### src/rtl/sb_pkg.sv
// rtl/sb_pkg.sv - store buffer default sizing and entry field layout
// Purpose: shared defaults for store_buffer and sb_overlap_cmp.
// An entry is packed as {addr, data, size}, with size in the least significant bits.
package sb_pkg;
    localparam int SB_DEPTH = 4;
    localparam int SB_PTRW = 2;
    localparam int SB_DATAW = 64;
    localparam int SB_SIZEW = 4;
    localparam int SB_ADDRW = 32;

    localparam int SB_SIZE_LSB = 0;
    localparam int SB_DATA_LSB = SB_SIZE_LSB + SB_SIZEW;
    localparam int SB_ADDR_LSB = SB_DATA_LSB + SB_DATAW;
    localparam int SB_ENTRY_W = SB_ADDR_LSB + SB_ADDRW;
endpackage

### src/rtl/sb_overlap_cmp.sv
// rtl/sb_overlap_cmp.sv - combinational byte-range overlap comparator
// Purpose: flags when the byte ranges [a_addr, a_addr+a_size-1] and
// [b_addr, b_addr+b_size-1] share at least one byte.
// Ports: en (gate), a_addr/a_size (stored range), b_addr/b_size (load range), hit.
module sb_overlap_cmp
    import sb_pkg::*;
#(
    parameter int ADDRW = SB_ADDRW,
    parameter int SIZEW = SB_SIZEW
) (
    input  logic             en,
    input  logic [ADDRW-1:0] a_addr,
    input  logic [SIZEW-1:0] a_size,
    input  logic [ADDRW-1:0] b_addr,
    input  logic [SIZEW-1:0] b_size,
    output logic             hit
);
    logic [ADDRW-1:0] b_minus_a;
    logic [ADDRW-1:0] a_minus_b;
    logic [ADDRW-1:0] a_len;
    logic [ADDRW-1:0] b_len;

    // Distances are taken modulo 2^ADDRW, so a range running past the top of
    // the address space still meets a range that starts at address 0.
    assign b_minus_a = b_addr - a_addr;
    assign a_minus_b = a_addr - b_addr;
    assign a_len     = ADDRW'(a_size);
    assign b_len     = ADDRW'(b_size);

    // A zero-length range touches nothing, whichever side it is on.
    assign hit = en && (a_size != '0) && (b_size != '0) &&
                 ((b_minus_a < a_len) || (a_minus_b < b_len));
endmodule

### src/rtl/store_buffer.sv
// rtl/store_buffer.sv - in-order FIFO store buffer with load-conflict detection
// Purpose: queues retiring stores and drains them one per dmem handshake.
// Ports: clk/reset; st_* store input (valid/ready); dmem_w_* head entry
// output (valid/ready); ld_address/ld_size probe with ld_conflict;
// sb_empty/sb_count occupancy.
module store_buffer
    import sb_pkg::*;
#(
    parameter int DEPTH = SB_DEPTH,
    parameter int PTRW  = SB_PTRW,
    parameter int DATAW = SB_DATAW,
    parameter int SIZEW = SB_SIZEW,
    parameter int ADDRW = SB_ADDRW
) (
    input  logic             clk,
    input  logic             reset,
    input  logic             st_valid,
    output logic             st_ready,
    input  logic [ADDRW-1:0] st_address,
    input  logic [DATAW-1:0] st_data,
    input  logic [SIZEW-1:0] st_size,
    output logic             dmem_w_valid,
    input  logic             dmem_w_ready,
    output logic [ADDRW-1:0] dmem_w_address,
    output logic             dmem_w_wr_en,
    output logic [DATAW-1:0] dmem_w_wr_data,
    output logic [SIZEW-1:0] dmem_w_wr_size,
    input  logic [ADDRW-1:0] ld_address,
    input  logic [SIZEW-1:0] ld_size,
    output logic             ld_conflict,
    output logic             sb_empty,
    output logic [PTRW:0]    sb_count
);
    localparam int SIZE_LSB = SB_SIZE_LSB;
    localparam int DATA_LSB = SIZE_LSB + SIZEW;
    localparam int ADDR_LSB = DATA_LSB + DATAW;
    localparam int ENTRY_W  = ADDR_LSB + ADDRW;
    localparam logic [PTRW:0] FULL_COUNT = (PTRW + 1)'(DEPTH);

    logic [ENTRY_W-1:0] mem [DEPTH];
    logic [PTRW-1:0]    head;
    logic [PTRW-1:0]    tail;
    logic [PTRW:0]      count;
    logic               full;
    logic               push;
    logic               pop;
    logic [DEPTH:0]     hit;

    // Fullness comes only from count; head==tail is ambiguous once pointers wrap.
    // No pop-to-push bypass: a full buffer refuses stores even while draining.
    assign full         = (count == FULL_COUNT);
    assign st_ready     = !full && !reset;
    assign dmem_w_valid = (count != '0) && !reset;
    assign dmem_w_wr_en = dmem_w_valid;
    assign push         = st_valid && st_ready;
    assign pop          = dmem_w_valid && dmem_w_ready;

    assign dmem_w_address = mem[head][ADDR_LSB +: ADDRW];
    assign dmem_w_wr_data = mem[head][DATA_LSB +: DATAW];
    assign dmem_w_wr_size = mem[head][SIZE_LSB +: SIZEW];

    // Count is forced to read empty while reset is held, before the
    // synchronous clear has taken effect.
    assign sb_empty = reset || (count == '0);
    assign sb_count = reset ? '0 : count;

    always_ff @(posedge clk) begin
        if (reset) begin
            head  <= '0;
            tail  <= '0;
            count <= '0;
        end else begin
            if (push) begin
                tail <= tail + 1'b1;
            end
            if (pop) begin
                head <= head + 1'b1;
            end
            case ({push, pop})
                2'b10:   count <= count + 1'b1;
                2'b01:   count <= count - 1'b1;
                default: count <= count;
            endcase
        end
    end

    // Entry storage needs no reset; occupancy is tracked by head/count alone.
    always_ff @(posedge clk) begin
        if (push) begin
            mem[tail] <= {st_address, st_data, st_size};
        end
    end

    for (genvar i = 0; i < DEPTH; i++) begin : g_entry
        logic [PTRW-1:0] offset;
        logic            occupied;

        // Slot i holds a live store when it lies within count slots of head.
        assign offset   = PTRW'(i) - head;
        assign occupied = !reset && ({1'b0, offset} < count);

        sb_overlap_cmp #(
            .ADDRW(ADDRW),
            .SIZEW(SIZEW)
        ) u_cmp (
            .en     (occupied),
            .a_addr (mem[i][ADDR_LSB +: ADDRW]),
            .a_size (mem[i][SIZE_LSB +: SIZEW]),
            .b_addr (ld_address),
            .b_size (ld_size),
            .hit    (hit[i])
        );
    end

    // The store being accepted this cycle is not yet in mem but already blocks loads.
    sb_overlap_cmp #(
        .ADDRW(ADDRW),
        .SIZEW(SIZEW)
    ) u_cmp_incoming (
        .en     (push),
        .a_addr (st_address),
        .a_size (st_size),
        .b_addr (ld_address),
        .b_size (ld_size),
        .hit    (hit[DEPTH])
    );

    assign ld_conflict = |hit;
endmodule

### config.mk
export PLATFORM = sky130hd
export DESIGN_NAME = store_buffer
export DESIGN_NICKNAME = d
export VERILOG_FILES = /design/src/rtl/sb_pkg.sv /design/src/rtl/sb_overlap_cmp.sv /design/src/rtl/store_buffer.sv
export SDC_FILE = /design/constraint.sdc
export NUM_CORES = 1
export LEC_CHECK = 0
export CAP_MARGIN = 20
export CORE_MARGIN = 2
export CORE_UTILIZATION = 30
export CTS_CLUSTER_DIAMETER = 30
export DETAILED_ROUTE_END_ITERATION = 6
export GPL_ROUTABILITY_DRIVEN = 0
export PLACE_DENSITY = 0.52
export SETUP_SLACK_MARGIN = 0.02
export SLEW_MARGIN = 0
export SYNTH_ARGS = -nofsm -noshare
export SYNTH_HDL_FRONTEND = slang
export SYNTH_SLANG_ARGS = --single-unit
### constraint.sdc
create_clock -name clk -period 13.75 [get_ports clk]
set_input_delay 2.75 -clock clk [delete_from_list [all_inputs] [get_ports clk]]
set_output_delay 2.75 -clock clk [all_outputs]
set_load 0.05 [all_outputs]
### Yosys cells after proc, flatten, opt, wreduce, memory -nomap -nowiden

Memory sizes are Yosys's and may differ from the RTL's. A register that Yosys moved wholly into a read port is not among the register bits.
Cells that the tools add are included.

| storage, ports and cells | value |
|---|---|
| register bits | 7 |
| RAM bits | 400 |
| output and inout bits | 108 |
| word-level logic and storage cells | 86 |
| memories | 1 |

Memory list:

| memory | words | width | rd ports | clocked after memory_dff | write ports | line | text |
|---|---|---|---|---|---|---|---|
| mem | 4 | 100 | 5 | 1 | 1 | store_buffer.sv:40 | `logic [ENTRY_W-1:0] mem [DEPTH];` |

| cells by class | value |
|---|---|
| add/subtract/negate cells | 18 |
| order comparisons | 14 |
| equal/unequal tests | 3 |
| multiplexer cells | 6 |
| reductions and logical operators | 41 |

Operator list:

| operator | count |
|---|---|
| less-than comparator 32 x 4 -> 1 bit | 10 |
| subtractor 32 bit | 10 |
| nonzero test 4 bit | 6 |
| logical AND 1 bit | 23 |
| less-than comparator 2 x 3 -> 1 bit | 4 |
| logical OR 1 bit | 6 |
| case mux 3 bit (2 select lines) | 1 |
| OR reduction 5 bit | 1 |
| adder 2 x 1 -> 2 bit, second input constant | 2 |
| 2-to-1 mux 2 bit | 2 |
| subtractor 1 x 2 -> 2 bit, first input constant | 2 |
| subtractor 2 bit, first input constant | 2 |
| adder 3 x 1 -> 3 bit, second input constant | 1 |
| == test 3 bit, second input constant | 1 |
| zero test 3 bit | 1 |
| 2-to-1 mux 3 bit | 1 |
| nonzero test 3 bit | 1 |
| subtractor 3 x 1 -> 3 bit, second input constant | 1 |
| == test 2 x 1 -> 1 bit, second input constant | 1 |
| == test 2 bit, second input constant | 1 |
| zero test 1 bit | 2 |
| 2-to-1 mux 1 bit | 2 |
| nonzero test 2 bit | 1 |

### Longest topological paths before layout

| depth | value |
|---|---|
| depth in word-level cells | 8 |
| depth in mapped cells | 18 |
| gate-level depth less buffers | 18 |

### By module

From an unflattened synthesis, not the netlist that was laid out.

| second synthesis, totals | value |
|---|---|
| cell total of the unflattened synthesis | 3740 |
| area, all modules | 35474.0 um^2 |

By module, submodules not included:

| module | times used | cells an instance | area an instance (um^2) |
|---|---|---|---|
| store_buffer | 1 | 604 | 15046.9 |
| sb_overlap_cmp at g_entry[0].u_cmp ... | 3 | 631 | 4090.2 |
| sb_overlap_cmp at g_entry[1].u_cmp | 1 | 646 | 4226.6 |
| sb_overlap_cmp at u_cmp_incoming | 1 | 597 | 3930.0 |

### Worst setup path after synthesis

No wires, ideal clock.

| path | value |
|---|---|
| kind | in2out |
| start point | in ld_address[0] |
| end point | out ld_conflict |
| arrival time | 6.658 ns |
| slack | 4.342 ns |
| cell stages on the path | 16 |
| buffers on the path | 0 |
| path through | inv_1 -> ha_1 -> inv_1 -> fa_1 -> a211oi_4 -> o21ai_1 -> a211o_1 -> a221oi_2 -> nand2_1 -> o22ai_1 -> nand4_1 -> or4_1 -> nor4_1 -> o2111a_1 -> nand4_1 -> o2111ai_1 |

| on the way | value |
|---|---|
| cells in the longest elaborated chain, start to end | 5 |
| elaborated cells on any way between the ends | 31 |
| classes of those cells | 10 x add/sub; 10 x order compare; 11 x reduce/logical |

Ends and longest elaborated chain:

| item | line | text |
|---|---|---|
| from (decl) | store_buffer.sv:28 | `input logic [ADDRW-1:0] ld_address,` |
| subtractor 32 bit (on tied branches) | sb_overlap_cmp.sv:25, sb_overlap_cmp.sv:26 |  |
| less-than comparator 32 x 4 -> 1 bit | sb_overlap_cmp.sv:32 | `((b_minus_a < a_len) \|\| (a_minus_b < b_len));` |
| logical OR 1 bit | sb_overlap_cmp.sv:32 |  |
| logical AND 1 bit | sb_overlap_cmp.sv:31 | `assign hit = en && (a_size != '0) && (b_size != '0) &&` |
| OR reduction 5 bit * | store_buffer.sv:128 | `assign ld_conflict = \|hit;` |
| to (decl) | store_buffer.sv:30 | `output logic ld_conflict,` |

Mark *: on every way between the ends. The rest lies on a longest branch, timed or not.

### Worst setup path after layout

| path | value |
|---|---|
| start point | in ld_address[4] |
| end point | out ld_conflict |

Same word-level chain as after synthesis.

==> out/qor.txt <==
Final period util: 88.3%
Nets: 4,320
Post-synth top area cell: edfxtp_1
Internal Power: 3.54 mW
Status: finished, violations left
Starting density of the core: 30.2%
Combinational share of power: 23.3%
CP required: 11.00 ns
Global-route wire length before repair: 216,000 µm
Cell Rows: 124
Most frequent cells after synthesis: edfxtp_1, a21oi_1, ha_1
Pwr Density: 122 mW/mm²
Ratio of cells with drive above 1 in the final layout: 9.14%
I/O Buffers: 247
Violated checks: DRC
Count leader, synth: edfxtp_1
Final Max Slew Viols: 0
Final worst slack: 1.61 ns
DRT Wirelength: 151,000 µm
Sequential cell area: 0.0122 mm²
# fillers: 11,500
Tmin final: 12.14 ns
Post-synth EDFFs: 400
Seq pwr share: 27.9%
Largest net degree at the start of global routing: 55
Leak: 16.2 nW
Setup_tns: 0 ns
Net Switching: 1.61 mW
Syn avg cell area: 9.58 µm²
Postcts setup bufs: 0
Critical Path Fanout Max: 10
Fin Clk Skew: 0.0545 ns
Syn Nets: 4,107
Drt wl/cell: 27.8 µm
Count of cell types in the netlist: 97
Setup violators final: 0
DR vias: 31,900
YS warnings: 0
CTS root buf: clkbuf_16
Post-Syn Instances: 3,607
Clock buffer depth: 3
CTS Buf Count: 100
Post-CTS Hold Buffers: 0
Area contributors post-synth: edfxtp_1, ha_1, mux4_2
Post-cts sizing count: 0
Core area: 0.114 mm²
Via-per-instance ratio: 5.89
Number of global-route vias before repair: 30,500
Grt ovf: 0
Clock Power Share: 48.8%
Cell area after synthesis: 0.0346 mm²
Drt first-iter violations: 3,892
Top FF cell, synth: edfxtp_1
Clk sinks: 409
CP Launch Type: input pin
Max VDD drop: 121 µV
#FFs+latches synth: 409
Share of the synthesized area in the top cell type: 34.7%
Max Fclk: 82.4 MHz
Area of the multi-input gates: 0.0205 mm²
Async S/R FF share, synth: 0%
CTS tree: yes
Hold/Removal Path Class: flip-flop to flip-flop
Seq/Total Area, Yosys: 35.3%
Final hold violation count: 0
Drc violations: 1
RSZ-0062 raised after global routing: false
Clk_lat worst skew: 0.70 ns
Rel. slew slack: 22.3%
Arrival @ worst endpoint: 9.39 ns
CTS clk-pin slew, worst paths: 0.04 ns
Hpwl dp: 117,000 µm
GRT Total Usage: 25.0%
Worst Max-Slew Pin Slew: 1.16 ns
Antenna violations before repair: 19
Area grow syn2layout: 22.1%
Max-Cap Viols: 0
Die X: 343 µm
Full die area: 0.118 mm²
Number of nets with antenna violations after routing: 0
Top-level port count: 248
CP endpoint kind: primary output
H-tree levels: 3
Chip height: 343 µm
Detailed Routing Iterations Pass 1: 7
Sw Ratio: 31.2%
Worst R2R Setup Slack: 10.63 ns
Kind of critical path: input pin to primary output
Worst slack at placement: 1.91 ns
[power by group through the flow]
| stage | clock (mW) | combinational [mW] | sequential, mW |
|---|---|---|---|
| 2_1_floorplan | 0 | 0.754 | 1.44 |
| 3_3_place_gp | 0 | 1.18 | 1.46 |
| 3_5_place_dp | 0 | 1.17 | 1.46 |
| 4_1_cts | 2.55 | 1.17 | 1.43 |
| 5_1_grt | 2.62 | 1.27 | 1.44 |
| 6_report | 2.51 | 1.20 | 1.43 |
[sequential cells by signal, indices dropped and copies added (netlist names), named ones only]
signal,count
head,2
count,3
mem,400
tail,2
[worst paths after layout]
| kind | start | end | depth (start not counted) |
|---|---|---|---|
| worst max register to register | count[1]$_SDFFE_PP0P_ | mem[1][6]$_DFFE_PP_ | 5 |
| worst min register to register | count[1]$_SDFFE_PP0P_ | count[1]$_SDFFE_PP0P_ | 2 |
| worst min-delay path | count[1]$_SDFFE_PP0P_ | count[1]$_SDFFE_PP0P_ | 2 |
| worst max-delay path | ld_address[4] | ld_conflict | 16 |
[cell type report]
class                      instances  share of cell area (%)
clock buffer                     113                    6.04
clock inverter                    75                    2.62
multi-input combinational       2721                    48.7
antenna                            2                  0.0119
tap                             1512                    4.48
inverter                         301                    2.68
timing repair buffer             287                    6.57
sequential                       409                    28.9
[cells by family (layout without fill, tap and decap cells)]
| logic type | count (synthesis) | count (layout) | share of synthesized area (%) |
|---|---|---|---|
| mux | 135 | 135 | 7.56 |
| fa+ha+maj | 360 | 360 | 13.3 |
| compound gates | 1139 | 1139 | 21.4 |
| simple gates | 926 | 926 | 13.1 |
| other cells | 0 | 2 | 0 |
| flops | 409 | 409 | 35.3 |
| buf+inv | 477 | 776 | 5.34 |
| xor+xnor | 161 | 161 | 4.08 |
[layer usage]
layer / track usage [%] / routed length [µm] / vias to the layer above
li1: - / - / 14100
met1: 33.2 / 60600 / 15500
met2: 36.1 / 62100 / 1916
met3: 8.10 / 18900 / 392
met4: 12.7 / 9080 / 30
met5: 0 / 197 / -
[per-stage QoR]
stage / hold WS (ns) / total power, mW / instance area [µm²] / cells / utilization, %
after global routing: 0.530 / 5.33 / 42200 / 5418 / 36.9
after global placement: 0.477 / 2.63 / 38500 / 5230 / 33.7
after CTS: 0.494 / 5.16 / 42200 / 5418 / 36.9
after detailed placement: 0.485 / 2.62 / 38500 / 5230 / 33.7
final: 0.488 / 5.15 / 42200 / 5420 / 36.9
after floorplan: 0.459 / 2.19 / 34600 / 3607 / -
[layout by cell type, fill, tap and decap left out, drive strengths merged, types with 14 or more instances in the layout]
master and n:
o21bai 32, inv 307, a21o 96, clkdlybuf4s50 247, bufinv 20, o22ai 23
buf 40, o211ai 29, o21ai 227, o221ai 15, mux2i 26, a31oi 39
o31ai 19, nand3 82, ha 349, clkbuf 113, nor4 35, mux4 100
a221oi 24, nand2 239, edfxtp 400, and2 15, nand2b 31, and3 25
xor2 67, or4 14, a21oi 359, or3 19, clkinv 41, xnor2 94
nand4 85, a2111oi 22, o21a 53, nor3 65, o2111ai 22, a211o 17
nor2 241, a211oi 36, nor2b 24
[critical path: stages]
cell and delay [ns]:
clkdlybuf4s50_1 0.89, inv_1 0.39, ha_1 0.59, nand2_1 0.13
a2111oi_0 0.39, nor2_1 0.13, a21oi_1 0.45, a31oi_1 0.22
o21ai_0 0.53, a211o_1 0.24, a211oi_1 0.08, xor2_1 0.16
a311o_1 0.47, nor4b_1 0.74, o2111ai_1 0.40, clkdlybuf4s50_1 0.81
Power figures use the tool's default switching activity.
